### config.mk
export PLATFORM = sky130hd
export DESIGN_NAME = led_pattern_gen
export DESIGN_NICKNAME = d
export VERILOG_FILES = /design/src/rtl/led_pattern_gen.sv
export SDC_FILE = /design/constraint.sdc
export NUM_CORES = 1
export LEC_CHECK = 0
export CORE_ASPECT_RATIO = 0.75
export CORE_MARGIN = 5
export CORE_UTILIZATION = 60
export CTS_CLUSTER_DIAMETER = 60
export DETAILED_ROUTE_END_ITERATION = 16
export MAX_ROUTING_LAYER = met4
export PLACE_DENSITY = 0.86
export SETUP_SLACK_MARGIN = 0.05
export SLEW_MARGIN = 0
export SYNTH_ARGS = -nofsm -noshare
export SYNTH_HDL_FRONTEND = slang
export SYNTH_SLANG_ARGS = --single-unit
### constraint.sdc
create_clock -name clk -period 13.25 [get_ports clk]
set_clock_uncertainty 0.15 [all_clocks]
set_input_delay 3.3125 -clock clk [delete_from_list [all_inputs] [get_ports clk]]
set_output_delay 3.3125 -clock clk [all_outputs]
set_load 0.03 [all_outputs]
### src/rtl/led_pattern_gen.sv
// LED pattern generator: a programmable prescaler produces a step tick, and
// on each tick the LED register advances in COUNT, ROTATE, BOUNCE or FREEZE mode.
module led_pattern_gen #(
    parameter int unsigned           LED_W         = 8,
    parameter int unsigned           PRE_W         = 24,
    parameter logic [LED_W-1:0]      RESET_PATTERN = LED_W'(8'hAA)
) (
    input  logic             clk,
    input  logic             rst,
    input  logic             en,
    input  logic [1:0]       mode,
    input  logic [3:0]       speed,
    output logic [LED_W-1:0] led,
    output logic             tick,
    output logic             wrap
);

    typedef enum logic [1:0] {
        M_COUNT  = 2'd0,
        M_ROTATE = 2'd1,
        M_BOUNCE = 2'd2,
        M_FREEZE = 2'd3
    } mode_e;

    typedef enum logic {
        DIR_LEFT  = 1'b0,
        DIR_RIGHT = 1'b1
    } dir_e;

    localparam logic [LED_W-1:0] LED_ONE = {{(LED_W-1){1'b0}}, 1'b1};
    localparam logic [PRE_W-1:0] PRE_MAX = '1;
    localparam logic [31:0]      SPD_MAX = 32'(PRE_W - 1);

    logic [LED_W-1:0] led_q, led_d;
    logic [PRE_W-1:0] pre_q, pre_d;
    dir_e             dir_q, dir_d;
    mode_e            mode_q, mode_d;
    logic             tick_q, tick_d;
    logic             wrap_q, wrap_d;

    mode_e            mode_in;
    logic [31:0]      shamt;
    logic [PRE_W-1:0] term;
    logic             step;

    assign mode_in = mode_e'(mode);

    // Terminal count: full-scale prescaler shifted down by the clamped speed.
    always_comb begin
        shamt = ({28'd0, speed} > SPD_MAX) ? SPD_MAX : {28'd0, speed};
        term  = PRE_MAX >> shamt;
    end

    // Next-state logic: mode-change seeding, prescaler, and per-mode step rules.
    always_comb begin
        led_d  = led_q;
        pre_d  = pre_q;
        dir_d  = dir_q;
        mode_d = mode_in;
        tick_d = 1'b0;
        wrap_d = 1'b0;
        step   = 1'b0;

        if (mode_in != mode_q) begin
            // A new mode restarts the prescaler and loads its seed instead of stepping.
            pre_d = '0;
            case (mode_in)
                M_COUNT:  led_d = '0;
                M_ROTATE: led_d = LED_ONE;
                M_BOUNCE: begin
                    led_d = LED_ONE;
                    dir_d = DIR_LEFT;
                end
                default:  led_d = led_q;
            endcase
        end else if (en) begin
            // >= so that lowering the terminal count mid-count steps at once.
            if (pre_q >= term) begin
                pre_d = '0;
                step  = 1'b1;
            end else begin
                pre_d = pre_q + 1'b1;
            end
        end

        if (step) begin
            tick_d = 1'b1;
            case (mode_q)
                M_COUNT: begin
                    led_d  = led_q + 1'b1;
                    wrap_d = &led_q;
                end
                M_ROTATE: begin
                    if (led_q == '0) begin
                        led_d = LED_ONE;
                    end else begin
                        led_d  = {led_q[LED_W-2:0], led_q[LED_W-1]};
                        wrap_d = led_q[LED_W-1];
                    end
                end
                M_BOUNCE: begin
                    if (!$onehot(led_q)) begin
                        led_d = LED_ONE;
                        dir_d = DIR_LEFT;
                    end else if (dir_q == DIR_LEFT) begin
                        led_d = led_q << 1;
                        if (led_d[LED_W-1]) dir_d = DIR_RIGHT;
                    end else begin
                        led_d = led_q >> 1;
                        if (led_d[0]) begin
                            dir_d  = DIR_LEFT;
                            wrap_d = 1'b1;
                        end
                    end
                end
                default: led_d = led_q;
            endcase
        end
    end

    // State registers with asynchronous active-high reset.
    always_ff @(posedge clk or posedge rst) begin
        if (rst) begin
            led_q  <= RESET_PATTERN;
            pre_q  <= '0;
            dir_q  <= DIR_LEFT;
            mode_q <= M_COUNT;
            tick_q <= 1'b0;
            wrap_q <= 1'b0;
        end else begin
            led_q  <= led_d;
            pre_q  <= pre_d;
            dir_q  <= dir_d;
            mode_q <= mode_d;
            tick_q <= tick_d;
            wrap_q <= wrap_d;
        end
    end

    assign led  = led_q;
    assign tick = tick_q;
    assign wrap = wrap_q;

endmodule

Yosys cells after proc, flatten, opt, wreduce, memory -nomap -nowiden
Index checks and enable logic that the tools add are counted.

Divide/modulo/power cells: 0. Shift-type cells: 1. Bitwise operators: 0. Multiplexer cells: 28. Reductions and logical operators: 9. Add/sub/neg operators: 9. $lt $le $gt $ge: 1. Eq/ne operators: 7. $mul: 0.

Operator list (number): two-way mux 24 bit (3); two-way mux 8 bit (5); adder 24 x 1 -> 24 bit (second input constant) (1); >= comparator 24 bit (1); one-hot mux 8 bit (3 select lines) (1); >> shifter 24 x 4 -> 24 bit (first input constant) (1); two-way mux 1 bit (17); one-hot mux 8 bit (2 select lines) (1); adder 1 x 1 -> 2 bit (4); adder 8 x 1 -> 8 bit (second input constant) (1); logical NOT 8 bit (1); AND reduction 8 bit (1); adder 2 x 2 -> 3 bit (2); adder 3 x 3 -> 4 bit (1); == test 2 x 1 -> 1 bit (second input constant) (2); == test 2 bit (second input constant) (2); == test 4 x 1 -> 1 bit (second input constant) (1); logical NOT 2 bit (2); inequality test 4 x 1 -> 1 bit (second input constant) (1); nonzero test 2 bit (2); one-hot mux 1 bit (3 select lines) (1); AND reduction 3 bit (1); nonzero test 3 bit (1); inequality test 2 bit (1); OR reduction 2 bit (1).

Memories: 0. ROM bits: 0. Output and inout port bits: 10. Bits in registers: 37. Memory bits (writable): 0. Bits in latches: 0.

Depth between registers and ports, before layout
Gate-level depths: netlist of run 1.

Depth in word-level cells: 8. Depth in mapped cells: 15.

Worst setup path after synthesis of run 1
OpenSTA, ideal clock, no wires.

Path type: in2reg. Start point: input port speed[1]. End point: register led_q[4] (netlist: led[4]). Arrival: 5.527 ns. Required time: 12.975 ns. Stages: 11. Buffers on the path: 2. Slack: 7.448 ns. Cell sequence: clkbuf_1 > o31a_1 > ha_1 > a41o_1 > a21oi_1 > nor3_1 > a31o_1 > o41ai_1 > nor2b_1 > buf_6 > mux2_4.

Longest elaborated chain between the ends: 7. Elaborated cells between the ends (all ways): 10. Those cells by class: 1 x order compare; 1 x eq/ne; 1 x shift; 4 x mux; 3 x reduce/logical.

RTL lines: start: declaration (line 12) `input logic [3:0] speed,`; >> shifter 24 x 4 -> 24 bit (*) (line 51) `term = PRE_MAX >> shamt;`; >= comparator 24 bit (*) (line 78) `if (pre_q >= term) begin`; two-way mux 1 bit (*) (line 78); two-way mux 1 bit (*) (line 76) `end else if (en) begin`; two-way mux 1 bit (*) (line 64) `if (mode_in != mode_q) begin`; inequality test 4 x 1 -> 1 bit (no line) (tied with other cells); AND reduction 3 bit (no line); end signal: assignment (line 131) `led_q <= led_d;`; end: declaration (line 34) `logic [LED_W-1:0] led_q, led_d;`.

Mark *: on every way between the ends. The rest lies on a longest branch, timed or not. A chain may end at the register's enable or synchronous reset.

Worst setup path after layout of run 1
Start point: input port speed[3]. End point: register led_q[6] (netlist: led[6]).

Same word-level chain as after synthesis.

==> results of run 1 <==
-- per-stage QoR --
step	area, um^2	power [uW]	hold slack, ns	setup WS (ns)
after floorplan	2770	168	0.337	7.45
after global placement	2980	183	0.368	6.05
after detailed placement	2980	185	0.366	5.90
after CTS	3100	288	0.390	6.21
after global routing	3100	302	0.415	5.91
final	3100	288	0.396	6.17
-- state kept, by name, indices dropped and copies added (netlist names) --
signal and flops:
pre_q 24, tick 1, wrap 1, dir_q 1
mode_q 2, led 8
-- worst min path at each step --
stage / startpoint / end / slack, ns / cells past startpoint
2_1_floorplan: pre_q[2] / pre_q[2] / 0.34 / 1
3_3_place_gp: pre_q[2] / pre_q[2] / 0.37 / 1
3_5_place_dp: pre_q[2] / pre_q[2] / 0.37 / 1
4_1_cts: pre_q[2] / pre_q[2] / 0.39 / 1
5_1_grt: pre_q[6] / pre_q[6] / 0.41 / 2
6_report: pre_q[2] / pre_q[2] / 0.40 / 1
-- report_power, final --
part	internal (uW)	switching, uW
combinational	24.9	37.7
sequential	116	5.87
clock	61.2	42.5
total	202	86.0
-- layer usage --
layer,GRT usage [%],vias up,part of all wire (%)
met2,33.6,81,43
met4,4.72,0,1.1
met5,-,-,0
met1,32.2,1080,48
li1,-,1115,-
met3,5.58,11,7.4
-- worst max-delay path, stage by stage --
cell and delay [ns]:
sky130_fd_sc_hd__clkdlybuf4s50_1 0.58, sky130_fd_sc_hd__a31o_2 0.30, sky130_fd_sc_hd__ha_1 0.29, sky130_fd_sc_hd__nand4_1 0.14, sky130_fd_sc_hd__nor2_1 0.19, sky130_fd_sc_hd__a21oi_1 0.08
sky130_fd_sc_hd__o21bai_1 0.31, sky130_fd_sc_hd__o31a_1 0.72, sky130_fd_sc_hd__nor2b_1 0.82, sky130_fd_sc_hd__mux2_4 0.35
-- logic make-up after synthesis --
logic type / after synthesis / synth area share, %
muxes: 9 / 4.19
adders and majority gates: 31 / 15.1
buffers and inverters: 35 / 5.32
and+or+nand+nor: 120 / 20.5
AOI/OAI and AO/OA: 50 / 12.8
DFF: 37 / 33.6
xor gates and xnor gates: 27 / 8.53
-- final cells by class --
cell class / count / area (um^2) / share of cell area [%]
Clock inverter: 2 / 37.5 / 1.21
Tap cell: 57 / 71.3 / 2.30
Sequential cell: 37 / 931 / 30.1
Inverter: 24 / 90.1 / 2.91
Timing Repair Buffer: 19 / 188 / 6.06
Clock buffer: 6 / 82.6 / 2.67
Multi-Input combinational cell: 237 / 1700 / 54.8
-- cells in the final DEF, fill, tap and decap left out, types with 4 or more instances in the layout --
master / n
sky130_fd_sc_hd__o21ai_0: 6
sky130_fd_sc_hd__xor2_1: 14
sky130_fd_sc_hd__nand3_1: 18
sky130_fd_sc_hd__clkbuf_8: 6
sky130_fd_sc_hd__nand4_1: 8
sky130_fd_sc_hd__ha_1: 27
sky130_fd_sc_hd__fa_1: 4
sky130_fd_sc_hd__a21oi_1: 11
sky130_fd_sc_hd__clkdlybuf4s50_1: 18
sky130_fd_sc_hd__a221oi_1: 5
sky130_fd_sc_hd__and3_1: 4
sky130_fd_sc_hd__a211oi_1: 4
sky130_fd_sc_hd__nand2_1: 24
sky130_fd_sc_hd__mux2_4: 5
sky130_fd_sc_hd__dfstp_2: 4
sky130_fd_sc_hd__nor2_1: 39
sky130_fd_sc_hd__dfrtp_1: 33
sky130_fd_sc_hd__nor4_1: 4
sky130_fd_sc_hd__xnor2_1: 13
sky130_fd_sc_hd__inv_1: 23
sky130_fd_sc_hd__nor3_1: 10
==> implementation parameters, run 1 <==
Parameter                              Value

Floorplanning
  Number of placement rows ... 21
  Effective utilization at floorplan ... 62.1%
  DIE AREA ... 6100 um^2
  Die W ... 88.5 um
  Area of the core ... 4470 um^2
  Die Y ... 68.9 um
  Top-level I/O count ... 19

Logic synthesis
  Synthesized netlist cell count ... 309
  Syn_nets ... 349
  Number of enable flip-flop cells after synthesis ... 0
  Cell type with the largest total area after synthesis ... sky130_fd_sc_hd__dfrtp_1
  Yosys warnings ... 0
  Post-synth top flop ... sky130_fd_sc_hd__dfrtp_1
  Fraction of the yosys area taken by sequential cells ... 33.6%
  Share of Yosys cell area claimed by the top area cell type ... 29.8%
  Most numerous cell in the Yosys netlist ... sky130_fd_sc_hd__nor2_1
  Cell area after technology mapping ... 2770 um^2
  Total of flip-flops plus latches after synthesis ... 37
  Leading cell types by total area after synthesis ... sky130_fd_sc_hd__dfrtp_1 30%, sky130_fd_sc_hd__ha_1 12%, sky130_fd_sc_hd__nor2_1 5.3%
  Netlist cell types ... 50
  FFs w/ async S/R, synth ... 100%
  Mean cell area of the mapped netlist ... 8.98 um^2
  Top cells by count, synth ... 39 x sky130_fd_sc_hd__nor2_1, 33 x sky130_fd_sc_hd__dfrtp_1, 27 x sky130_fd_sc_hd__ha_1, 24 x sky130_fd_sc_hd__nand2_1, 23 x sky130_fd_sc_hd__inv_1

Drt
  Initial detailed-routing violation count ... 201
  Vias/cell ... 5.99
  First-pass iteration count of the detailed router ... 4
  Detailed-route DRC error count ... 0
  Total number of vias ... 2287
  Final antenna-violating net count ... 0
  Drt wl/cell ... 15.9 um
  Sum of routed wire length over all layers ... 6.06 mm

STA
  Total Negative Setup Slacks ... 0 ns
  Minimum period implied by the final worst setup slack ... 7.08 ns
  Crit share post-route ... 53.4%
  Max frequency ... 141 MHz
  Count of final setup violators ... 0
  Worst-Margin Slew ... 0.962 ns
  Hold Violations, Final ... 0
  Final-report max-slew violation count ... 0
  Max transition margin ... 35.7%
  Unrepaired setup endpoints after global routing ... no

Power
  Pwr/cell area ... 93.0 nW/um^2
  P_leak ... 0.00136 uW
  Worst vdd rail ir drop ... 64.2 uV

Clocking
  Clock Root Buffer ... sky130_fd_sc_hd__clkbuf_8
  Setup bufs post-CTS ... 0
  Bufs on Longest Clock Path ... 2
  Clock sink count ... 37
  Quantity of gates resized following cts ... 0
  H-tree lvl count ... 2
  CTS clock-pin slew for the worst setup and hold paths ... 0.08 ns
  CTS Buf Count ... 5
  Hold_buf cts ... 0
  Clock tree from TritonCTS ... built
  Clock insertion delay at the later pin of the skew report ... 0.29 ns

Placed design
  Post-Place Cells ... 374
  Placer's final routability congestion estimate ... 0.899
  Placed wire-length estimate ... 4.48 mm
  Number of buffers added on ports ... 18

Cells and area
  Antenna Diode Count ... 0
  Finished Core Util ... 69.3%
  Non-filler instance count after layout ... 382
  Fill cell count ... 360
  Final-stage net count ... 364
  Growth of design area from synthesis to finish ... 11.6%
  Ratio of cells with drive above 1 in the final layout ... 6.46%

GRT
  GRT Residual Overflow ... 0
  Pin count of the biggest net entering global routing ... 38
  Antenna violations before repair ... 0
  Wire length of the first global-routing pass ... 10.4 mm
  Total track usage ... 22.8%
  Number of global-route vias before repair ... 2247

Setup path
  Launching element of the worst setup path ... speed[3]
  Worst R2R Setup Slack ... 8.45 ns
  Kind of capture point of the worst setup path ... flop
  Arrival time worst endpoint ... 7.11 ns
  Category of the most critical setup path ... primary input to flop
  Crit Reg-Reg Startpoint ... led[1]
  CP required ... 13.28 ns
  Category of the worst setup path launch point ... primary input
  Timing endpoint of the critical path ... led[6]
  Worst reg-to-reg path cell count ... 14
  R2r endpoint ... led[2]
  Maximum fanout encountered on the critical timing path ... 23

Run status
  Outcome ... completed

Min path
  Worst hold path type ... flop to flop

Job
  Max Cap Violations ... 0
No activity file was read; power rests on OpenSTA's default activity.
==> run 2, diff against run 1 <==
--- a/config.mk
+++ b/config.mk
@@ -7,11 +7,11 @@
 export LEC_CHECK = 0
 export CORE_ASPECT_RATIO = 0.75
 export CORE_MARGIN = 5
-export CORE_UTILIZATION = 60
+export CORE_UTILIZATION = 59
 export CTS_CLUSTER_DIAMETER = 60
 export DETAILED_ROUTE_END_ITERATION = 16
 export MAX_ROUTING_LAYER = met4
-export PLACE_DENSITY = 0.86
+export PLACE_DENSITY = 0.85
 export SETUP_SLACK_MARGIN = 0.05
 export SLEW_MARGIN = 0
 export SYNTH_ARGS = -nofsm -noshare
==> constraint.sdc (replaced) <==
create_clock -name clk -period 6.7 [get_ports clk]
set_clock_uncertainty 0.15 [all_clocks]
set_input_delay 1.675 -clock clk [delete_from_list [all_inputs] [get_ports clk]]
set_output_delay 1.675 -clock clk [all_outputs]
set_load 0.03 [all_outputs]
==> run 2 against run 1 <==
Net effect:
- sequential share of layout area rose by 0.16 points
- global-route usage fell by 2.1 points
- worst hold slack improved by 0.022 ns
- sequential power rose by 98%
- sequential cell count did not move
- critical path depth did not move
- cell area fell by 0.53%
- clock power rose by 58%
- critical path type unchanged
==> implementation parameters, run 2 (same netlist as run 1, synthesis figures left out) <==
Parameter                              Value

GRT
  Antenna violations before repair ... 0
  Wire length of the first global-routing pass ... 10.1 mm
  Total track usage ... 20.7%
  Pin count of the biggest net entering global routing ... 38
  Number of global-route vias before repair ... 2097
  GRT Residual Overflow ... 0

Cells and area
  Final-stage net count ... 365
  Multi-input gate area ... 1700 um^2
  Number of flip-flops in the largest register ... 24
  Register containing the most flip-flops in the final layout ... pre_q
  Commonest non-fill, non-tap cells in the layout ... 39 x sky130_fd_sc_hd__nor2_1, 33 x sky130_fd_sc_hd__dfrtp_1, 27 x sky130_fd_sc_hd__ha_1, 24 x sky130_fd_sc_hd__nand2_1, 23 x sky130_fd_sc_hd__inv_1
  Fill cell count ... 335
  Antenna Diode Count ... 0
  Ratio of cells with drive above 1 in the final layout ... 6.75%
  Most common library cell in the layout ignoring fill and taps ... sky130_fd_sc_hd__nor2_1
  Reg area ... 931 um^2
  Growth of design area from synthesis to finish ... 11.0%
  Finished Core Util ... 68.5%

Setup path
  Max stage delay cell, worst path ... sky130_fd_sc_hd__nor2b_1
  Category of the most critical setup path ... primary input to flop
  Maximum fanout encountered on the critical timing path ... 10
  Category of the worst setup path launch point ... primary input
  Arrival time worst endpoint ... 4.93 ns
  CP required ... 6.73 ns
  Worst R2R Setup Slack ... 1.86 ns
  Launching element of the worst setup path ... speed[1]
  Cell chain of the critical path ... clkdlybuf4s50_1 -> o31a_1 -> ha_1 -> nand4_1 -> nor2_1 -> a21oi_1 -> o21bai_1 -> o31a_1 -> nor2b_1 -> mux2_4
  Delay contributed by the slowest stage of the critical path ... 0.80 ns
  Crit Reg-Reg Startpoint ... led[1]
  Family with the most delay on the worst path ... simple AND/OR/NAND/NOR gates
  Kind of capture point of the worst setup path ... flop
  Bufs and invs on worst path ... 1
  Cell repeated most along the worst path ... sky130_fd_sc_hd__o31a_1

Floorplanning
  Die Y ... 69.4 um
  Number of placement rows ... 21
  Top-level I/O count ... 19
  Effective utilization at floorplan ... 61.7%
  Area of the core ... 4490 um^2
  DIE AREA ... 6190 um^2
  Die W ... 89.2 um

Drt
  Final antenna-violating net count ... 0
  Detailed-route DRC error count ... 0
  Sum of routed wire length over all layers ... 5.92 mm
  Drt wl/cell ... 15.4 um
  Total number of vias ... 2276
  First-pass iteration count of the detailed router ... 6
  Vias/cell ... 5.94
  Initial detailed-routing violation count ... 226

STA
  Hold Violations, Final ... 0
  Total Negative Setup Slacks ... 0 ns
  Max frequency ... 204 MHz
  Count of final setup violators ... 0
  Crit share post-route ... 73.2%
  Final-report max-slew violation count ... 0
  Final worst-path setup slack ... 1.80 ns
  Unrepaired setup endpoints after global routing ... no
  Minimum period implied by the final worst setup slack ... 4.90 ns
  Worst-Margin Slew ... 1.00 ns
  Max transition margin ... 32.9%

Clocking
  Hold_buf cts ... 0
  Quantity of gates resized following cts ... 0
  Setup bufs post-CTS ... 0
  CTS clock-pin slew for the worst setup and hold paths ... 0.07 ns
  Clock sink count ... 37
  Clock tree from TritonCTS ... built
  Clock Root Buffer ... sky130_fd_sc_hd__clkbuf_8
  CTS Buf Count ... 5
  H-tree lvl count ... 2
  Bufs on Longest Clock Path ... 2
  Clock insertion delay at the later pin of the skew report ... 0.29 ns

Placed design
  Place WS ... 1.58 ns
  Number of buffers added on ports ... 18
  Placer's final routability congestion estimate ... 0.929
  Placed wire-length estimate ... 4.45 mm

Min path
  Worst hold path type ... flop to flop
  Hold Startpoint ... pre_q[6]

Run status
  Outcome ... completed

Power
  Pwr/cell area ... 172 nW/um^2
  Worst vdd rail ir drop ... 118 uV
  P_leak ... 0.00136 uW

Job
  Max Cap Violations ... 0
## run 2: cell count changes in the layout (fill, tap and decap cells not counted)
cell                         delta
sky130_fd_sc_hd__clkinv_4       +1
sky130_fd_sc_hd__clkinvlp_4     -1
sky130_fd_sc_hd__buf_4          +1
sky130_fd_sc_hd__bufinv_16      -1
sky130_fd_sc_hd__clkinv_2       +1
## run 2: per-layer routing
layer | routed length, um | global-route usage (%) | part of all wire (%)
met4 | 48 | 3.97 | 0.81
met1 | 3070 | 33.8 | 52
met2 | 2460 | 25.7 | 42
met5 | 0 | - | 0
met3 | 340 | 4.51 | 5.7
## run 2: worst register-to-register path, cell delays in order (launching register included)
cell                        delay [ns]
sky130_fd_sc_hd__dfstp_2          0.63
sky130_fd_sc_hd__inv_1            0.11
sky130_fd_sc_hd__fa_1             0.50
sky130_fd_sc_hd__fa_1             0.53
sky130_fd_sc_hd__fa_1             0.42
sky130_fd_sc_hd__inv_1            0.06
sky130_fd_sc_hd__ha_1             0.17
sky130_fd_sc_hd__inv_1            0.06
sky130_fd_sc_hd__fa_1             0.37
sky130_fd_sc_hd__nor3b_1          0.20
sky130_fd_sc_hd__a21oi_1          0.15
sky130_fd_sc_hd__nor3b_1          0.78
sky130_fd_sc_hd__a22oi_1          0.21
sky130_fd_sc_hd__a211o_1          0.32
sky130_fd_sc_hd__a2bb2oi_1        0.14
## run 2: power breakdown
part | leakage [uW] | internal [uW] | switching (uW)
Sequential | 0.000494 | 229 | 12.2
Combinational | 0.000815 | 50.7 | 74.1
Clock | 0.0000512 | 83.3 | 80.7
## run 2: worst paths after layout
kind                       endpoint  cells past startpoint
min reg2reg                pre_q[6]                      2
min in group asynchronous    led[4]                      3
max reg2reg                  led[2]                     14
min                        pre_q[6]                      2
max                          led[4]                     10
max in group asynchronous    led[1]                      3
## run 2: area by class of cell
class | count | area share [%]
Clock buffer | 6 | 2.68
Clock inverter | 2 | 0.447
Inverter | 24 | 2.93
Multi-Input combinational cell | 237 | 55.1
Sequential cell | 37 | 30.2
Tap cell | 57 | 2.32
Timing Repair Buffer | 20 | 6.34
## run 2: stage by stage
stage                     area (um^2)  hold slack [ns]  std cells  power (uW)
final                            3080            0.417        383         530
after global routing             3080            0.441        383         561
after CTS                        3080            0.422        383         533
after detailed placement         2980            0.406        375         368
after global placement           2980            0.359        375         364
after floorplan                  2770            0.337        309         333
==> run 3, diff against run 2 <==
--- a/config.mk
+++ b/config.mk
@@ -7,11 +7,11 @@
 export LEC_CHECK = 0
 export CORE_ASPECT_RATIO = 0.75
 export CORE_MARGIN = 5
-export CORE_UTILIZATION = 59
+export CORE_UTILIZATION = 54
 export CTS_CLUSTER_DIAMETER = 60
 export DETAILED_ROUTE_END_ITERATION = 16
 export MAX_ROUTING_LAYER = met4
-export PLACE_DENSITY = 0.85
+export PLACE_DENSITY = 0.82
 export SETUP_SLACK_MARGIN = 0.05
 export SLEW_MARGIN = 0
 export SYNTH_ARGS = -nofsm -noshare
==> constraint.sdc (replaced) <==
create_clock -name clk -period 4.13 [get_ports clk]
set_clock_uncertainty 0.15 [all_clocks]
set_input_delay 1.0325 -clock clk [delete_from_list [all_inputs] [get_ports clk]]
set_output_delay 1.0325 -clock clk [all_outputs]
set_load 0.03 [all_outputs]
==> run 3 against run 2 <==
Net effect:
- the run now ends with negative setup slack left
- via count is 3.3% higher
- largest power group unchanged
- highest routed layer unchanged
- register-to-register slack worse by 1.9 ns
- final cell count is 6.8% higher
==> implementation parameters, run 3 (same netlist as run 1, synthesis figures left out) <==
Parameter                              Value

Floorplanning
  Effective utilization at floorplan ... 56.3%
  DIE AREA ... 6690 um^2
  Die W ... 92.8 um
  Number of placement rows ... 22
  Area of the core ... 4930 um^2
  Die Y ... 72.1 um
  Top-level I/O count ... 19

Placed design
  Place WS ... -0.179 ns
  Placed wire-length estimate ... 4.68 mm
  Number of buffers added on ports ... 18
  Placer's final routability congestion estimate ... 0.920

Clocking
  Hold_buf cts ... 0
  Bufs on Longest Clock Path ... 2
  H-tree lvl count ... 2
  Clock insertion delay at the later pin of the skew report ... 0.29 ns
  Clock tree from TritonCTS ... built
  CTS clock-pin slew for the worst setup and hold paths ... 0.08 ns
  Clock sink count ... 37
  Clock Root Buffer ... sky130_fd_sc_hd__clkbuf_8
  CTS Buf Count ... 5

STA
  Final-report max-slew violation count ... 0
  Unrepaired setup endpoints after global routing ... yes
  Max transition margin ... 48.8%
  Worst-Margin Slew ... 0.767 ns
  Crit share post-route ... 101%
  Max frequency ... 240 MHz
  Total Negative Setup Slacks ... -0.0355 ns
  Final worst-path setup slack ... -0.0353 ns
  Minimum period implied by the final worst setup slack ... 4.17 ns
  Count of final setup violators ... 2
  Hold Violations, Final ... 0

Cells and area
  Most common library cell in the layout ignoring fill and taps ... sky130_fd_sc_hd__nor2_1
  Finished Core Util ... 68.2%
  Number of flip-flops in the largest register ... 24
  Register containing the most flip-flops in the final layout ... pre_q
  Antenna Diode Count ... 0
  Reg area ... 932 um^2
  Ratio of cells with drive above 1 in the final layout ... 18.3%
  Growth of design area from synthesis to finish ... 21.2%
  Multi-input gate area ... 1810 um^2
  Fill cell count ... 371
  Final-stage net count ... 388
  Commonest non-fill, non-tap cells in the layout ... 39 x sky130_fd_sc_hd__nor2_1, 32 x sky130_fd_sc_hd__dfrtp_1, 26 x sky130_fd_sc_hd__ha_1, 25 x sky130_fd_sc_hd__buf_4, 24 x sky130_fd_sc_hd__nand2_1

Power
  Worst vdd rail ir drop ... 135 uV
  P_leak ... 0.00149 uW
  Final Total Pwr ... 904 uW
  Pwr/cell area ... 269 nW/um^2

Setup path
  Category of the most critical setup path ... flop to flop
  Category of the worst setup path launch point ... flop
  Max stage delay cell, worst path ... sky130_fd_sc_hd__dfstp_2
  CP required ... 4.16 ns
  Cell chain of the critical path ... inv_2 -> fa_1 -> fa_1 -> fa_1 -> inv_2 -> ha_4 -> inv_2 -> fa_2 -> nor2b_4 -> a21oi_4 -> nor3_4 -> or2_4 -> a221oi_4 -> a211oi_2 -> mux2_4
  Arrival time worst endpoint ... 4.20 ns
  Kind of capture point of the worst setup path ... flop
  Family with the most delay on the worst path ... adder cells
  Maximum fanout encountered on the critical timing path ... 5
  Bufs and invs on worst path ... 3
  Delay contributed by the slowest stage of the critical path ... 0.54 ns

Drt
  Sum of routed wire length over all layers ... 6.24 mm
  Detailed-route DRC error count ... 0
  Drt wl/cell ... 15.3 um
  Final antenna-violating net count ... 0
  First-pass iteration count of the detailed router ... 5
  Total number of vias ... 2352
  Vias/cell ... 5.75
  Initial detailed-routing violation count ... 184

GRT
  Pin count of the biggest net entering global routing ... 23
  Wire length of the first global-routing pass ... 10.7 mm
  Antenna violations before repair ... 0
  Total track usage ... 20.4%
  Number of global-route vias before repair ... 2196
  GRT Residual Overflow ... 0

Run status
  Failing checks ... negative setup slack
  Outcome ... finished, violations left

Min path
  Worst hold path type ... flop to flop

Job
  Max Cap Violations ... 0
## run 3: changes by cell type in the layout (fill, tap and decap cells not counted), moves of 2 or more
cell | previous run | this run
sky130_fd_sc_hd__nor3b_1 | 3 | 1
sky130_fd_sc_hd__inv_2 | 0 | 4
sky130_fd_sc_hd__buf_4 | 2 | 25
sky130_fd_sc_hd__a221oi_2 | 0 | 2
sky130_fd_sc_hd__nor2b_1 | 3 | 1
sky130_fd_sc_hd__a211oi_2 | 0 | 2
sky130_fd_sc_hd__a221oi_1 | 5 | 2
sky130_fd_sc_hd__inv_1 | 23 | 19
sky130_fd_sc_hd__a211oi_1 | 4 | 2
## run 3: path summary, 6_finish.rpt
check,to,cells past startpoint,slack (ns),from
min in group asynchronous,led[4],2,1.02,rst
max in group asynchronous,pre_q[18],3,2.07,rst
hold / removal,pre_q[2],1,0.39,pre_q[2]
setup reg to reg,led[6],15,-0.04,led[1]
setup / recovery,led[6],15,-0.04,led[1]
hold reg to reg,pre_q[2],1,0.39,pre_q[2]
## run 3: where the power goes
group	internal (uW)	total [uW]	switching, uW
Combinational	116	264	147
Sequential	372	388	16.3
Clock	117	252	136
Total	604	904	300
## run 3: what timing repair did
action / 4_1_cts / 5_1_grt
pin swaps: 1 / 2
endpoints found under the setup margin: 5 / 8
setup buffers: 0 / 2
gates resized for setup: 0 / 8
## run 3: cell type report
class | instances | area share, %
Clock buffer | 5 | 2.05
Clock inverter | 3 | 0.521
Inverter | 24 | 2.68
Multi-Input combinational cell | 237 | 53.8
Sequential cell | 37 | 27.7
Tap cell | 60 | 2.23
Timing Repair Buffer | 43 | 10.9
## run 3: through the flow
stage	instance area, um^2	hold WS [ns]	std cells
floorplan	2840	0.337	309
global placement	3210	0.372	399
detailed placement	3210	0.376	399
CTS	3300	0.388	407
global route	3360	0.423	409
finish	3360	0.392	409
## run 3: routing by layer
| layer | up-vias | track usage (%) | share of wire [%] |
|---|---|---|---|
| met5 | - | - | 0 |
| met4 | 0 | 4.72 | 0.91 |
| met3 | 9 | 3.63 | 6.0 |
| met2 | 66 | 27.1 | 41 |
| met1 | 1111 | 31.8 | 52 |
| li1 | 1166 | - | - |
